$ cat src/rtl/sys_bus_responder.sv
// sys_bus_responder: system-bus peripheral with a 32-bit timer/compare unit,
// a transmit FIFO drained through a valid/ready port, and a scratch register.
// All registers share one address window; reads are returned one cycle late.
module sys_bus_responder #(
    parameter logic [31:0] BASE       = 32'h0001_0000,
    parameter int          FIFO_DEPTH = 4
) (
    input  logic        clk,
    input  logic        rst,
    input  logic [31:0] w_addr,
    input  logic [31:0] r_addr,
    input  logic [31:0] w_line,
    input  logic        write,
    input  logic        read,
    output logic [31:0] r_line,
    output logic [31:0] out_data,
    output logic        out_valid,
    input  logic        out_ready,
    output logic        irq
);
    localparam int AW = (FIFO_DEPTH > 1) ? $clog2(FIFO_DEPTH) : 1;
    localparam int CW = AW + 1;
    localparam logic [CW-1:0] DEPTH_C = CW'(FIFO_DEPTH);

    localparam logic [5:0] OFF_CNT     = 6'h00;
    localparam logic [5:0] OFF_CMP     = 6'h01;
    localparam logic [5:0] OFF_CTRL    = 6'h02;
    localparam logic [5:0] OFF_STATUS  = 6'h03;
    localparam logic [5:0] OFF_TXD     = 6'h04;
    localparam logic [5:0] OFF_SCRATCH = 6'h05;

    // Byte-lane bits of both addresses are deliberately ignored.
    logic unused_addr_bits;
    assign unused_addr_bits = ^{w_addr[1:0], r_addr[1:0]};

    logic [31:0]   cnt_q, cnt_d;
    logic [31:0]   cmp_q, cmp_d;
    logic [2:0]    ctrl_q, ctrl_d;
    logic          match_q, match_d;
    logic          ovf_q, ovf_d;
    logic [31:0]   scratch_q, scratch_d;
    logic [31:0]   r_line_q, r_line_d;
    logic [AW-1:0] wr_ptr_q, wr_ptr_d;
    logic [AW-1:0] rd_ptr_q, rd_ptr_d;
    logic [CW-1:0] count_q, count_d;
    logic [31:0]   mem [FIFO_DEPTH];

    logic          w_hit, r_hit;
    logic [5:0]    w_off, r_off;
    logic          fifo_full, fifo_empty;
    logic          push_req, push, pop;
    logic          cnt_eq;

    assign w_hit      = write && (w_addr[31:8] == BASE[31:8]);
    assign r_hit      = read  && (r_addr[31:8] == BASE[31:8]);
    assign w_off      = w_addr[7:2];
    assign r_off      = r_addr[7:2];
    assign fifo_full  = (count_q == DEPTH_C);
    assign fifo_empty = (count_q == '0);
    assign pop        = !fifo_empty && out_ready;
    assign push_req   = w_hit && (w_off == OFF_TXD);
    // A full FIFO still accepts a word when the head leaves in the same cycle.
    assign push       = push_req && (!fifo_full || pop);
    assign cnt_eq     = (cnt_q == cmp_q);

    assign out_valid = !fifo_empty;
    assign out_data  = fifo_empty ? 32'h0 : mem[rd_ptr_q];
    assign irq       = ctrl_q[2] && match_q;
    assign r_line    = r_line_q;

    // Read mux: always sees pre-write register values, so a same-cycle
    // write to the read register is not visible until the following read.
    always_comb begin
        r_line_d = 32'h0;
        if (r_hit) begin
            case (r_off)
                OFF_CNT:     r_line_d = cnt_q;
                OFF_CMP:     r_line_d = cmp_q;
                OFF_CTRL:    r_line_d = {29'h0, ctrl_q};
                OFF_STATUS:  r_line_d = {23'h0, 5'(count_q), ovf_q,
                                         fifo_empty, fifo_full, match_q};
                OFF_SCRATCH: r_line_d = scratch_q;
                default:     r_line_d = 32'h0;
            endcase
        end
    end

    // Timer, control and status next-state: software writes to CNT win over
    // counting, and hardware set of MATCH/OVF wins over a coincident W1C.
    always_comb begin
        cnt_d     = cnt_q;
        cmp_d     = cmp_q;
        ctrl_d    = ctrl_q;
        scratch_d = scratch_q;
        match_d   = match_q;
        ovf_d     = ovf_q;

        if (ctrl_q[0]) begin
            if (cnt_eq && ctrl_q[1]) cnt_d = 32'h0;
            else                     cnt_d = cnt_q + 32'h1;
        end

        if (w_hit) begin
            case (w_off)
                OFF_CNT:     cnt_d     = w_line;
                OFF_CMP:     cmp_d     = w_line;
                OFF_CTRL:    ctrl_d    = w_line[2:0];
                OFF_SCRATCH: scratch_d = w_line;
                OFF_STATUS: begin
                    if (w_line[0]) match_d = 1'b0;
                    if (w_line[3]) ovf_d   = 1'b0;
                end
                default: ;
            endcase
        end

        if (ctrl_q[0] && cnt_eq)           match_d = 1'b1;
        if (push_req && fifo_full && !pop) ovf_d   = 1'b1;
    end

    // FIFO pointer and occupancy next-state.
    always_comb begin
        wr_ptr_d = push ? wr_ptr_q + AW'(1) : wr_ptr_q;
        rd_ptr_d = pop  ? rd_ptr_q + AW'(1) : rd_ptr_q;
        count_d  = count_q;
        if (push && !pop)      count_d = count_q + CW'(1);
        else if (pop && !push) count_d = count_q - CW'(1);
    end

    // FIFO storage; contents need no reset because out_data is gated by count.
    always_ff @(posedge clk) begin
        if (push) mem[wr_ptr_q] <= w_line;
    end

    // State registers, cleared asynchronously while rst is low.
    always_ff @(posedge clk or negedge rst) begin
        if (!rst) begin
            cnt_q     <= '0;
            cmp_q     <= '0;
            ctrl_q    <= '0;
            match_q   <= 1'b0;
            ovf_q     <= 1'b0;
            scratch_q <= '0;
            r_line_q  <= '0;
            wr_ptr_q  <= '0;
            rd_ptr_q  <= '0;
            count_q   <= '0;
        end else begin
            cnt_q     <= cnt_d;
            cmp_q     <= cmp_d;
            ctrl_q    <= ctrl_d;
            match_q   <= match_d;
            ovf_q     <= ovf_d;
            scratch_q <= scratch_d;
            r_line_q  <= r_line_d;
            wr_ptr_q  <= wr_ptr_d;
            rd_ptr_q  <= rd_ptr_d;
            count_q   <= count_d;
        end
    end
endmodule

$ cat config.mk
export PLATFORM = sky130hd
export DESIGN_NAME = sys_bus_responder
export DESIGN_NICKNAME = d
export VERILOG_FILES = /design/src/rtl/sys_bus_responder.sv
export SDC_FILE = /design/constraint.sdc
export NUM_CORES = 1
export LEC_CHECK = 0
export CAP_MARGIN = 20
export CORE_MARGIN = 2
export CORE_UTILIZATION = 40
export DETAILED_ROUTE_END_ITERATION = 8
export PLACE_DENSITY = 0.62
export SYNTH_ARGS = -nofsm -noshare
export SYNTH_HDL_FRONTEND = slang
export SYNTH_SLANG_ARGS = --single-unit
$ cat constraint.sdc
create_clock -name clk -period 6.05 [get_ports clk]
set_input_delay 1.21 -clock clk [delete_from_list [all_inputs] [get_ports clk]]
set_output_delay 1.21 -clock clk [all_outputs]
set_load 0.02 [all_outputs]
# Word-level counts from Yosys, hierarchy flattened
# Memories as Yosys holds them, arrays and structs flattened.
# Cells that the tools add are included.
[word_totals] word_cells=80 n_memories=1 inputBits=101 out_inout_bits=66 ramBits=128 reg_bits=140
[op_classes] addsub=5 reduce_logical=32 eq_ne=13 muxes=19
[memory_table] memory="mem" words=4 width=32 read_ports=1 rd_ports_with_merged_regs=0 write_ports=1 line="46" text="logic [31:0] mem [FIFO_DEPTH];"
[op_table] operator="$mux 32" count=6
[op_table] operator="$pmux 32 s5" count=1
[op_table] operator="$eq 24x9->1 const B" count=2
[op_table] operator="$add 32x1->32 const B" count=1
[op_table] operator="$eq 32x32->1" count=1
[op_table] operator="$eq 6x2->1 const B" count=4
[op_table] operator="$eq 6x3->1 const B" count=3
[op_table] operator="$reduce_bool 2->1" count=7
[op_table] operator="$eq 6x1->1 const B" count=2
[op_table] operator="$logic_and 1x1->1" count=12
[op_table] operator="$logic_not 6->1" count=2
[op_table] operator="$mux 1" count=10
[op_table] operator="$mux 3" count=2
[op_table] operator="$reduce_and 2->1" count=3
[op_table] operator="$reduce_and 3->1" count=2
[op_table] operator="$add 2x1->2 const B" count=2
[op_table] operator="$logic_not 1->1" count=4
[op_table] operator="$add 3x1->3 const B" count=1
[op_table] operator="$eq 3x3->1 const B" count=1
[op_table] operator="$logic_not 3->1" count=1
[op_table] operator="$sub 3x1->3 const B" count=1
[op_table] operator="$logic_or 1x1->1" count=1

# Logic depth before layout (Yosys ltp)
[depth] ltp_word=9 mapped_depth=10

# Least setup slack after synthesis
# No wires, ideal clock.
[synth_path] path_type="input to register" from="input port w_addr[9]" to="memory mem[0][0], enable pin" cell_stages=5 path_slack_ns=2.649 n_path_buf=0 t_arrival_ns=3.009 t_required_ns=5.658 cell_sequence="nor4b_2 -> and4_1 -> nand3_2 -> nor3_4 -> and2_1"
[synth_via] elab_chain_len=6
[synth_lines] item="start, declared" line="10" text="input logic [31:0] w_addr,"
[synth_lines] item="$eq 24x9->1" line="54" text="assign w_hit = write && (w_addr[31:8] == BASE[31:8]);"
[synth_lines] item="$logic_and 1x1->1" line="54"
[synth_lines] item="$logic_and 1x1->1" line="61" text="assign push_req = w_hit && (w_off == OFF_TXD);"
[synth_lines] item="$logic_and 1x1->1" line="63" text="assign push = push_req && (!fifo_full || pop);"
[synth_lines] item="net push" line="51" text="logic push_req, push, pop;"
[synth_lines] item="$mux 1" line="132" text="if (push) mem[wr_ptr_q] <= w_line;"
[synth_lines] item="$mux 1 (implied by the code)" line="132"
[synth_lines] item="end, declared" line="46"
# The timed path passes the listed nets, and every way through them passes these cells.

# Worst setup path after layout
[layout_path] from="register rd_ptr_q[1]" to="output port out_data[8]"
[layout_via] elab_chain_len=2
[layout_lines] item="start, declared" line="44" text="logic [AW-1:0] rd_ptr_q, rd_ptr_d;"
[layout_lines] item="start signal, assigned" line="157" text="rd_ptr_q <= rd_ptr_d;"
[layout_lines] item="$mem_v2 4x32"
[layout_lines] item="$mux 32" line="67" text="assign out_data = fifo_empty ? 32'h0 : mem[rd_ptr_q];"
[layout_lines] item="end, declared" line="16" text="output logic [31:0] out_data,"
# No other way between the ends.

==> run_results.csv <==
group,metric,value,unit
logic_synthesis,yosysMostFrequentCell,"dfrtp_1",
logic_synthesis,synthFlopType,"dfrtp_1",
global_route,grt_usage,18.8,%
floorplan,num_io_pins,167,
floorplan,die_area,32000,sq um
logic_synthesis,ys_seq_elements,268,
floorplan,rows,64,
worst_setup_path,startpoint,"rd_ptr_q[1]$_DFFE_PN0N_",
sta,skew,0.0122,ns
power,leakage,5.80,nW
floorplan,core_area,30300,sq um
clocking,htreeDepth,1,
sta,finalCriticalPeriod,4.22,ns
clocking,clockBufferDepth,3,
power,sequentialPowerShare,49.3,%
floorplan,die_w,179,um
logic_synthesis,synth.cell_area,12300,sq um
clocking,cts_root_buf,"clkbuf_16",
floorplan,die_h,179,um
logic_synthesis,yosysWarningCount,0,
route,wl_per_cell,20.5,um
global_route,grt_max_degree,88,
clocking,clk_latency,0.54,ns
sta,finalCritPeriodShare,69.8,%
clocking,cts_hold_buf,0,
status,status,"complete, no violations",
finish,fill_cells,2608,
min_path,hold_class,"reg -> reg",
route,wl,29.1,mm
place,globalplace.congestion,0.753,
global_route,grt-ovfl-total,0,
sta,tightest_slew,1.03,ns
place,dp_hpwl,19.7,mm
power,power_frac_clock,47.3,%
worst_setup_path,critPathKind,"reg -> out",
clocking,clk_pin_slew,0.06,ns
route,routed_via_density,5.25,
power,internal_power,3.10,mW
logic_synthesis,avgSynthCellArea,14.6,sq um
logic_synthesis,synth-edff-count,128,
worst_setup_path,cp-start-kind,"flip-flop",
worst_setup_path,crit_buf_inv,2,
logic_synthesis,synth_cell_types,52,
global_route,antenna_found_initial,0,
sta,rsz0062_at_grt,"false",
sta,hold_viol_final,0,
worst_setup_path,critPathMaxFanout,17,
finish,drive_gt1_share,19.1,%
route,dr.pass1.iters,7,
finish,fin_nets,1111,
clocking,cts_resized,0,
route,drc_errors,0,
worst_setup_path,worstPathRequired,4.84,ns
worst_setup_path,cp_top_family,"flip-flops",
route,via_count,7455,
worst_setup_path,path_cells,"buf_4 > mux4_2 > and2_1 > clkdlybuf4s50_1",
worst_setup_path,endpoint_kind,"output pin",
logic_synthesis,synth_top_cell_by_area,"edfxtp_1",
route,drtIter0Drc,429,
power,total_power,3.88,mW
min_path,holdCritStartpoint,"scratch_q[26]$_DFFE_PN0P_",
sta,slew_headroom,31.2,%
clocking,cts.sinks,268,
place,io_buffer_count,162,
clocking,cts_setup_buffers,0,
sta,setup-tns-final,0,ns
power,combPwrFrac,3.4,%
worst_setup_path,arrival,3.01,ns
worst_setup_path,critical-path-max-stage-delay,1.01,ns
clocking,cts_tree,"done",
power,peakVddDrop,200,uV
global_route,grt_first_pass_wirelength,45.7,mm
route,final_antenna_net_count,0,
finish,syn_to_final_growth,25.5,%
power,power_density,252,nW/um^2
sta,maxSlewViolCount,0,
global_route,grt_pass1_vias,7723,
logic_synthesis,async_reset_ff_share,52.2,%
finish,antenna_cells,0,
clocking,numCtsBuffers,29,
logic_synthesis,synthTopCellsByCount,"dfrtp_1 (140), edfxtp_1 (128), mux2_2 (62), nand2_1 (46), nor2_1 (46)",
logic_synthesis,syn_nets,949,
power,switchingPower,0.775,mW
worst_setup_path,reg2reg_from,"cnt_q[20]$_DFF_PN0_",
logic_synthesis,ys_seq_area_share,60.0,%
power,switching_share,20.0,%
logic_synthesis,netlist_instances,841,
logic_synthesis,synth_top_cell_area_share,31.4,%
sta,finalSetupViolCount,0,
floorplan,initial_core_util,40.4,%
worst_setup_path,crit_slowest_cell,"dfrtp_1",
sta,max_freq,237,MHz
logic_synthesis,ys_top_cells_by_area,"edfxtp_1 (31%), dfrtp_1 (29%), mux4_2 (5.9%)",
job,maxCapViolCount,0,
[sequential cells by signal, indices dropped and copies added, names as in the netlist]
signal	count
mem	128
cmp_q	32
cnt_q	32
r_line	32
scratch_q	32
count_q	3
ctrl_q	3
rd_ptr_q	2
wr_ptr_q	2
match_q	1
ovf_q	1
[power groups by stage]
stage / sequential (mW) / combinational, mW / clock, mW
2_1_floorplan: 1.95 / 0.0173 / 0
3_3_place_gp: 1.95 / 0.131 / 0
3_5_place_dp: 1.95 / 0.133 / 0
4_1_cts: 1.91 / 0.134 / 1.87
5_1_grt: 1.91 / 0.143 / 1.95
6_report: 1.91 / 0.130 / 1.83
[layer usage]
layer | share of wire (%) | track usage, % | wire [um] | up-vias
li1 | - | - | - | 3470
met5 | 0 | 0 | 0 | -
met4 | 1.2 | 3.42 | 359 | 0
met2 | 48 | 30.9 | 14100 | 180
met1 | 45 | 26.6 | 13200 | 3780
met3 | 5.2 | 3.18 | 1500 | 25
[worst register-to-register path, delay by kind of cell (launching register included)]
kind	cells	cell delay, ns
flops	1	0.46
simple gates	3	1.70
xor+xnor	1	0.22
buf+inv	1	0.42
compound gates	1	0.12
[cells by family after synthesis]
kind of cell / Yosys count / share of synthesized area [%]
simple gates: 226 / 11.3
mux: 135 / 15.3
compound gates: 74 / 4.93
flops: 268 / 60.0
fa+ha+maj: 7 / 0.776
xor+xnor: 67 / 4.79
buf+inv: 64 / 2.88
[cell usage in the layout (no fill, tap or decap), types with 29 or more instances in the layout]
cell             synthesis  layout
clkdlybuf4s50_1          0     161
dfrtp_1                140     139
edfxtp_1               128     128
mux2_2                  62      62
nand2_1                 46      46
nor2_1                  46      46
and2_1                  39      39
mux2_1                  39      39
xor2_1                  38      38
mux4_2                  32      32
xnor2_1                 29      29
clkbuf_16                0      29
[area by class of cell]
type	instances	area (sq um)	area share, %
Inverter	12	45.0	0.293
Timing Repair Buffer	183	1940	12.6
Multi-Input combinational cell	509	4560	29.6
Clock inverter	14	194	1.26
Clock buffer	39	793	5.16
Sequential cell	268	7350	47.8
Tap cell	396	495	3.22
[final timing paths]
kind                                              to  slack, ns  cells after the start
max                                      out_data[8]       1.83                      4
min                        scratch_q[26]$_DFFE_PN0P_       0.48                      1
max reg2reg                      cnt_q[18]$_DFF_PN0_       2.98                      6
min reg2reg                scratch_q[26]$_DFFE_PN0P_       0.48                      1
max in group asynchronous       r_line[21]$_DFF_PN0_       4.08                      2
min in group asynchronous    rd_ptr_q[0]$_DFFE_PN0N_       0.70                      1
[stage by stage]
stage               hold WS, ns  cell area, sq um  setup WS [ns]  instances  util, %
floorplan                 0.452             12300           2.65        841        -
global placement          0.461             14200           1.66       1362     46.9
detailed placement        0.468             14400           1.65       1367     47.3
CTS                       0.482             15300           1.75       1420     50.6
global route              0.507             15400           1.70       1421     50.7
finish                    0.482             15400           1.83       1421     50.7
No activity file was read; power rests on OpenSTA's default activity.
